$ cat config.mk
export PLATFORM = sky130hd
export DESIGN_NAME = onehot_updown_counter
export DESIGN_NICKNAME = d
export VERILOG_FILES = /design/src/rtl/onehot_updown_counter.sv
export SDC_FILE = /design/constraint.sdc
export NUM_CORES = 1
export LEC_CHECK = 0
export BUFFER_PORTS_ARGS = -buffer_cell sky130_fd_sc_hd__buf_2
export CAP_MARGIN = 20
export CORE_AREA = 3 3 40 42
export DETAILED_ROUTE_END_ITERATION = 12
export DIE_AREA = 0 0 43 45
export PLACE_DENSITY_LB_ADDON = 0.2
export SYNTH_ARGS = -nofsm -noshare
export SYNTH_HDL_FRONTEND = slang
export SYNTH_SLANG_ARGS = --single-unit
$ cat constraint.sdc
create_clock -name clock -period 2.2 [get_ports clock]
set_clock_uncertainty 0.15 [all_clocks]
set_input_delay 0.22 -clock clock [delete_from_list [all_inputs] [get_ports clock]]
set_output_delay 0.22 -clock clock [all_outputs]
set_load 0.1 [all_outputs]
$ cat src/rtl/onehot_updown_counter.sv
// Bidirectional one-hot ring counter with synchronous index load, registered binary index,
// wrap/err pulses and recovery from illegal (non-one-hot) states.
module onehot_updown_counter #(
  parameter int N           = 3,
  parameter int RESET_STATE = 0,
  localparam int IW         = $clog2(N)
) (
  input  logic          clock,
  input  logic          reset_n,
  input  logic          en,
  input  logic          dir,
  input  logic          load,
  input  logic [IW-1:0] load_idx,
  output logic [N-1:0]  q,
  output logic [IW-1:0] idx,
  output logic          wrap,
  output logic          err
);

  localparam logic [N-1:0]  ONE        = {{(N-1){1'b0}}, 1'b1};
  localparam logic [N-1:0]  RST_Q      = ONE << RESET_STATE;
  localparam logic [IW-1:0] RST_IDX    = IW'(RESET_STATE);
  localparam logic [IW-1:0] LAST_IDX   = IW'(N - 1);
  localparam logic [IW:0]   NUM_STATES = (IW + 1)'(N);

  logic [N-1:0]  r_q;
  logic [IW-1:0] r_idx;
  logic          r_wrap;
  logic          r_err;

  logic [N-1:0]  w_nextQ;
  logic [IW-1:0] w_nextIdx;
  logic          w_nextWrap;
  logic          w_nextErr;
  logic          w_legal;
  logic          w_loadOk;

  // Exactly one bit set: non-zero and clearing the lowest set bit leaves nothing.
  assign w_legal  = (r_q != '0) && ((r_q & (r_q - ONE)) == '0);
  assign w_loadOk = ({1'b0, load_idx} < NUM_STATES);

  always_ff @(posedge clock or negedge reset_n) begin
    if (!reset_n) begin
      r_q    <= RST_Q;
      r_idx  <= RST_IDX;
      r_wrap <= 1'b0;
      r_err  <= 1'b0;
    end else begin
      r_q    <= w_nextQ;
      r_idx  <= w_nextIdx;
      r_wrap <= w_nextWrap;
      r_err  <= w_nextErr;
    end
  end

  // The index is advanced in step with the ring rather than decoded from it, so both move together.
  always_comb begin
    w_nextQ    = r_q;
    w_nextIdx  = r_idx;
    w_nextWrap = 1'b0;
    w_nextErr  = 1'b0;
    if (!w_legal) begin
      w_nextQ   = RST_Q;
      w_nextIdx = RST_IDX;
      w_nextErr = 1'b1;
    end else if (load) begin
      if (w_loadOk) begin
        w_nextQ   = ONE << load_idx;
        w_nextIdx = load_idx;
      end else begin
        w_nextErr = 1'b1;
      end
    end else if (en) begin
      if (!dir) begin
        w_nextQ    = {r_q[N-2:0], r_q[N-1]};
        w_nextIdx  = (r_idx == LAST_IDX) ? '0 : r_idx + IW'(1);
        w_nextWrap = (r_idx == LAST_IDX);
      end else begin
        w_nextQ    = {r_q[0], r_q[N-1:1]};
        w_nextIdx  = (r_idx == '0) ? LAST_IDX : r_idx - IW'(1);
        w_nextWrap = (r_idx == '0);
      end
    end
  end

  assign q    = r_q;
  assign idx  = r_idx;
  assign wrap = r_wrap;
  assign err  = r_err;

endmodule
==> key figures, run 1 <==
Run status
  • Status: finished clean

Setup path
  • CP endpoint: q[0]
  • CP arrival: 1.25 ns
  • Data required, critical path: roughly 1.8 ns
  • Critical Path Sink Type: output pin
  • Crit path launch type: register
  • Crit-path max cell delay: 0.57 ns
  • R2r setup slk: 0.75 ns
  • CP top delay family: flip-flops
  • RR Startpoint: idx[0]
  • CP bufs+invs: 1
  • Crit. Startpoint: q[0]
  • Critical path class: reg -> out
  • Slowest CP cell: dfstp_2
  • CP cell instances: buf_2
  • Worst R2R End: idx[1]
  • Stages on the worst setup path: 1
  • Worst r2r path cells: 5
  • Worst-path fanout max: 6

STA
  • WHS: 0.151 ns
  • Final hold vios: 0
  • Tmin final: 1.62 ns
  • Tcrit/Tclk final: 73.8%
  • Final Slew Violations: 0
  • Tightest Pin Transition: 0.492 ns
  • RSZ-0062 raised after global routing: false
  • Final setup vio count: 0
  • Max Clock Freq: 616 MHz
  • Setup TNS: 0 ns
  • Max-Slew Margin vs Limit: 67.4%

CTS
  • Setup Fix Bufs, Post-CTS: 0
  • H-tree Lvls: 1
  • CTS clk-pin slew, worst paths: 0.05 ns
  • Worst skew pair latency: 0.24 ns
  • Total CTS buffers: 3
  • # clock sinks: 7
  • CTS tree: yes
  • Clk buf depth: 2
  • Root Buffer: clkbuf_4

Synth
  • Post-synthesis mux area share: 10.5%
  • Netlist cell types: 22
  • Largest family of logic cells by synthesized area: compound AO/OA/AOI/OAI gates
  • Adder-Cell Fraction of Synth Area: 12.8%
  • Post-synthesis simple-gate area fraction: under 10%
  • Number of synthesis warnings: 0
  • XOR/XNOR share of the synthesized area: 1.79%
  • Synth Instances: 49
  • Synth area leaders: dfrtp_1 (31%), ha_1 (13%), mux2i_1 (8.2%)
  • Compound-Gate Fraction of Synth Area: around a quarter
  • Yosys top cell by area: dfrtp_1
  • Post-synthesis sequential area ratio: a little over a third
  • Post-synth top area share: 30.7%
  • Cell area after synthesis: 489 µm²
  • Syn avg cell area: around 10 µm²
  • Syn Nets: 61
  • FF+latch count, synth: 7

Floorplan
  • Num ports: 14
  • Die ar.: 1940 µm²
  • Starting Density: 38.1%
  • Die width: 43 µm
  • Std cell rows: 13
  • Core ar.: 1280 µm²
  • Die Y: 45 µm

Finish
  • Core Util, Final: 46.5%
  • Post-route cell area: between 500 and 600 µm²
  • Share of post-route cells with drive strength above 1: 28.8%
  • Fill count: about 130
  • Synth-to-layout area growth: 22.3%
  • Diode count: 0
  • Fin nets: 79

Global route
  • Grt ovf: 0
  • First-pass GRT wire length: roughly 1.6 mm
  • Met2 usage: between 10% and 20%
  • Largest net degree at the start of global routing: 9
  • GRT Resource Usage Total: 10.6%
  • Initial antenna violation count: 0
  • Vias in the first global route: between 300 and 400
  • M3 GR Usage: 2.79%
  • GR Layer Usage met1: 14.7%
  • Grt peak-use layer: met2

Routing
  • Drt wl/cell: 11.3 µm
  • Starting DRT DRC Count: 10
  • Vias: 401
  • Drt via density: 4.95
  • Drt total wl: about 910 µm
  • ANT nets after route: 0
  • # DRC: 0
  • Pre-antenna DRT Iters: 4

Job
  • Max Cap Viol: 0

Hold path
  • Hold path start: load_idx[0]
  • Hold crit path type: in -> reg

Placed design
  • Placed Instance Area: 562 µm²
  • RePlAce Congestion: between 0.7 and 0.8
  • Port Buf Inserts: 13
  • Post-DP HPWL: slightly above 700 µm
per-layer routing:
metal	vias to the layer above	part of all wire, %
li1	212	-
met3	0	6.6
met1	178	50
met4	0	0
met2	11	44
met5	-	0
state kept, by name, summed over array words and instances (netlist names):
register  flops
err           1
idx           2
q             3
wrap          1
cell families (layout without fill, tap and decap cells):
| group | count (synthesis) | count (layout) |
|---|---|---|
| AO/OA/AOI/OAI | 16 | 16 |
| XOR/XNOR | 1 | 1 |
| adder cells (fa/ha/maj) | 5 | 5 |
| buffers and inverters | 6 | 23 |
| flip-flops | 7 | 7 |
| multiplexers | 5 | 5 |
| AND/OR/NAND/NOR | 9 | 9 |
worst min-delay path by stage:
stage	end	cells after the start
2_1_floorplan	err	0
3_3_place_gp	wrap	1
3_5_place_dp	wrap	1
5_1_grt	idx[0]	3
6_report	idx[0]	3
4_1_cts	idx[0]	3
Yosys cell counts:
library cell	count
a211oi_1	1
mux2_2	1
dfstp_2	1
nand2b_1	4
a21oi_1	3
o22ai_1	1
o211ai_1	3
o21ai_2	1
nand3_1	1
xor2_1	1
nor2_1	2
a311oi_1	1
nand2_1	1
buf_6	1
nor3_1	1
a211o_1	3
inv_1	5
dfrtp_1	6
o32ai_1	1
mux2i_1	4
o21ai_0	2
ha_1	5
placed cells by master, fill, tap and decap left out, types with 2 or more instances in the layout:
cell type,n
o21ai_0,2
a211o_1,3
a21oi_1,3
mux2i_1,4
clkbuf_4,3
ha_1,5
inv_1,5
buf_2,13
o211ai_1,3
dfrtp_1,6
nand2b_1,4
nor2_1,2
through the flow:
stage,cells,setup WS (ns)
final,81,0.575
after global routing,81,0.531
after CTS,81,0.565
after detailed placement,76,0.750
after global placement,76,0.777
after floorplan,49,0.0878
repair_timing:
action                                 CTS  global route
endpoints found under the hold margin    7             0
hold buffers                             1             0
gates resized for setup                  0             0
area by class of cell:
class                           instances  area [µm²]  area share, %
Clock buffer                            4        26.3           4.39
Sequential cell                         7         176           29.5
Tap cell                               15        18.8           3.14
Multi-Input combinational cell         36         283           47.3
Timing Repair Buffer                   14        75.1           12.6
Inverter                                5        18.8           3.14
Power of run 1 is left out: the tool's default activity adds up to more than one toggle a clock period on the data nets, which glitch-free logic cannot reach.
==> run 2: changes to the inputs <==
Clock period 2.2 ns to 1.35 ns, I/O delays scaled along.
==> run 2 against run 1 <==
Compared with the run above: the run now ends with negative setup slack left; first-iteration DRC count is 60% higher; clock-buffer cell count unchanged; critical endpoint unchanged; worst hold slack lost 0.10 ns; largest cell class unchanged; design area is 42% higher; sequential share of layout area shrank 6.5 points; via count increased by 20%.
==> key figures, run 2 (synthesized netlist as in run 1, its figures left out) <==
CTS
  • CTS tree: yes
  • Worst skew pair latency: 0.27 ns (+0.03 ns)
  • # clock sinks: 7 (unchanged)
  • Root Buffer: clkbuf_4
  • Clk buf depth: 2 (unchanged)
  • Total CTS buffers: 3 (unchanged)
  • CTS clk-pin slew, worst paths: 0.06 ns (about the same)
  • H-tree Lvls: 1 (unchanged)

Finish
  • Share of post-route cells with drive strength above 1: 54.5% (+26 points)
  • Diode count: 0 (unchanged)
  • Largest register FFs: 3 (unchanged)
  • Fin nets: 90 (+14%)
  • Synth-to-layout area growth: 73.7%
  • Most frequent cells in the layout: buf_2 (8), buf_4 (6), buf_12 (5), buf_6 (5)
  • Most common cell after layout, fill and taps aside: buf_2
  • Non-filler cells in the finished layout: 92 (+14%)

Setup path
  • Critical Path Sink Type: output pin
  • Worst-path fanout max: 6 (unchanged)
  • Data required, critical path: 1.07 ns (-0.76 ns)
  • CP arrival: 1.12 ns (-0.13 ns)
  • Crit-path max cell delay: 0.67 ns (+0.10 ns)
  • Slowest CP cell: dfstp_4
  • CP bufs+invs: 1 (unchanged)
  • CP cell instances: buf_12
  • CP top delay family: flip-flops
  • Crit path launch type: register
  • Critical path class: reg -> out

STA
  • Tmin final: about 1.4 ns
  • Tightest Pin Transition: 0.485 ns (-0.00719 ns)
  • Max-Slew Margin vs Limit: 67.9% (+0.48 points)
  • Final worst slack: -0.0523 ns (-0.628 ns)
  • Final hold vios: 0 (unchanged)
  • Max Clock Freq: 713 MHz
  • RSZ-0062 raised after global routing: true
  • Final setup vio count: 6 (+6)
  • Tcrit/Tclk final: 104%
  • Final Slew Violations: 0 (unchanged)

Run status
  • Failing checks: negative setup slack
  • Status: finished, violations left

Placed design
  • Post-DP HPWL: 887 µm (+24%)
  • Port Buf Inserts: 13 (unchanged)
  • RePlAce Congestion: 0.812 (+14%)
  • Placed cell count: 82 (+7.9%)

Global route
  • Vias in the first global route: 424 (+20%)
  • Grt peak-use layer: met2
  • M3 GR Usage: 6.37% (+3.6 points)
  • GRT Resource Usage Total: 14.7% (+4.1 points)
  • Grt ovf: 0 (unchanged)
  • First-pass GRT wire length: 1.99 mm (+27%)
  • Initial antenna violation count: 0 (unchanged)
  • Largest net degree at the start of global routing: 9 (unchanged)
  • GR Layer Usage met1: 17.5% (+2.8 points)
  • Met2 usage: 23.7% (+7.8 points)

Routing
  • Pre-antenna DRT Iters: 4 (unchanged)
  • Starting DRT DRC Count: 16 (+6)
  • ANT nets after route: 0 (unchanged)
  • Drt total wl: 1.24 mm (+36%)
  • Drt wl/cell: 13.5 µm (+19%)
  • Vias: 482 (+20%)
  • Drt via density: 5.24 (+5.8%)
  • # DRC: 0 (unchanged)

Floorplan
  • Core ar.: 1280 µm² (unchanged)
  • Std cell rows: 13 (unchanged)
  • Num ports: 14 (unchanged)
  • Die width: 43 µm (unchanged)
  • Die Y: 45 µm (unchanged)
  • Starting Density: 38.1% (unchanged)
  • Die ar.: 1940 µm² (unchanged)

Job
  • Max Cap Viol: 0 (unchanged)

Hold path
  • Hold crit path type: in -> reg
==> run 2: changes by cell type in the layout (fill, tap and decap cells not counted), moves of 4 or more <==
cell / change
buf_12: +5
buf_4: +6
dfrtp_4: +4
dfrtp_1: -4
buf_6: +5
buf_2: -5
==> run 2: path summary, 6_finish.rpt <==
path | startpoint | endpoint | slack [ns] | cells after the start
worst max-delay path | q[0] | q[0] | -0.05 | 1
worst min-delay path | load_idx[1] | err | 0.05 | 3
worst max register to register | idx[0] | idx[1] | -0.05 | 4
worst min register to register | q[2] | q[1] | 0.57 | 3
max in group asynchronous | reset_n | q[0] | 0.75 | 2
min in group asynchronous | reset_n | err | 0.08 | 2
==> run 2: metrics by stage <==
| step | area (µm²) | hold slack (ns) | setup WS, ns | util (%) | setup TNS, ns |
|---|---|---|---|---|---|
| 6_report | 850 | 0.0498 | -0.0523 | 66.1 | -0.172 |
| 5_1_grt | 850 | 0.0849 | -0.113 | 66.1 | -0.540 |
| 4_1_cts | 801 | 0.0355 | -0.0680 | 62.3 | -0.192 |
| 3_5_place_dp | 728 | -0.176 | -0.0631 | 56.7 | -0.0897 |
| 3_3_place_gp | 728 | -0.174 | -0.0447 | 56.7 | -0.0623 |
| 2_1_floorplan | 536 | -0.311 | -0.182 | - | -0.824 |
==> run 2: routing by layer <==
layer | share of wire (%) | vias up | wire [µm]
met1 | 41 | 228 | 512
met3 | 8.2 | 2 | 102
met4 | 1.7 | 0 | 21
met2 | 49 | 18 | 601
met5 | 0 | - | 0
li1 | - | 234 | -
==> run 2: area by class of cell <==
cell class              instances  area, µm²
fillers                       103        435
multi-input cells              36        334
repair buffers                 25        251
flip-flops and latches          7        195
clock buffers                   4       26.3
inverters                       5       23.8
well taps                      15       18.8
==> run 2: timing repair <==
| action | in CTS | in global routing |
|---|---|---|
| gates cloned | 0 | 0 |
| resized for setup | 4 | 7 |
| hold buffers | 1 | 0 |
| endpoints found under the hold margin | 7 | 0 |
| pin swaps | 2 | 8 |
| endpoints found under the setup margin | 7 | 12 |
| setup buffers | 3 | 3 |
Power of run 2 is left out for the same reason.
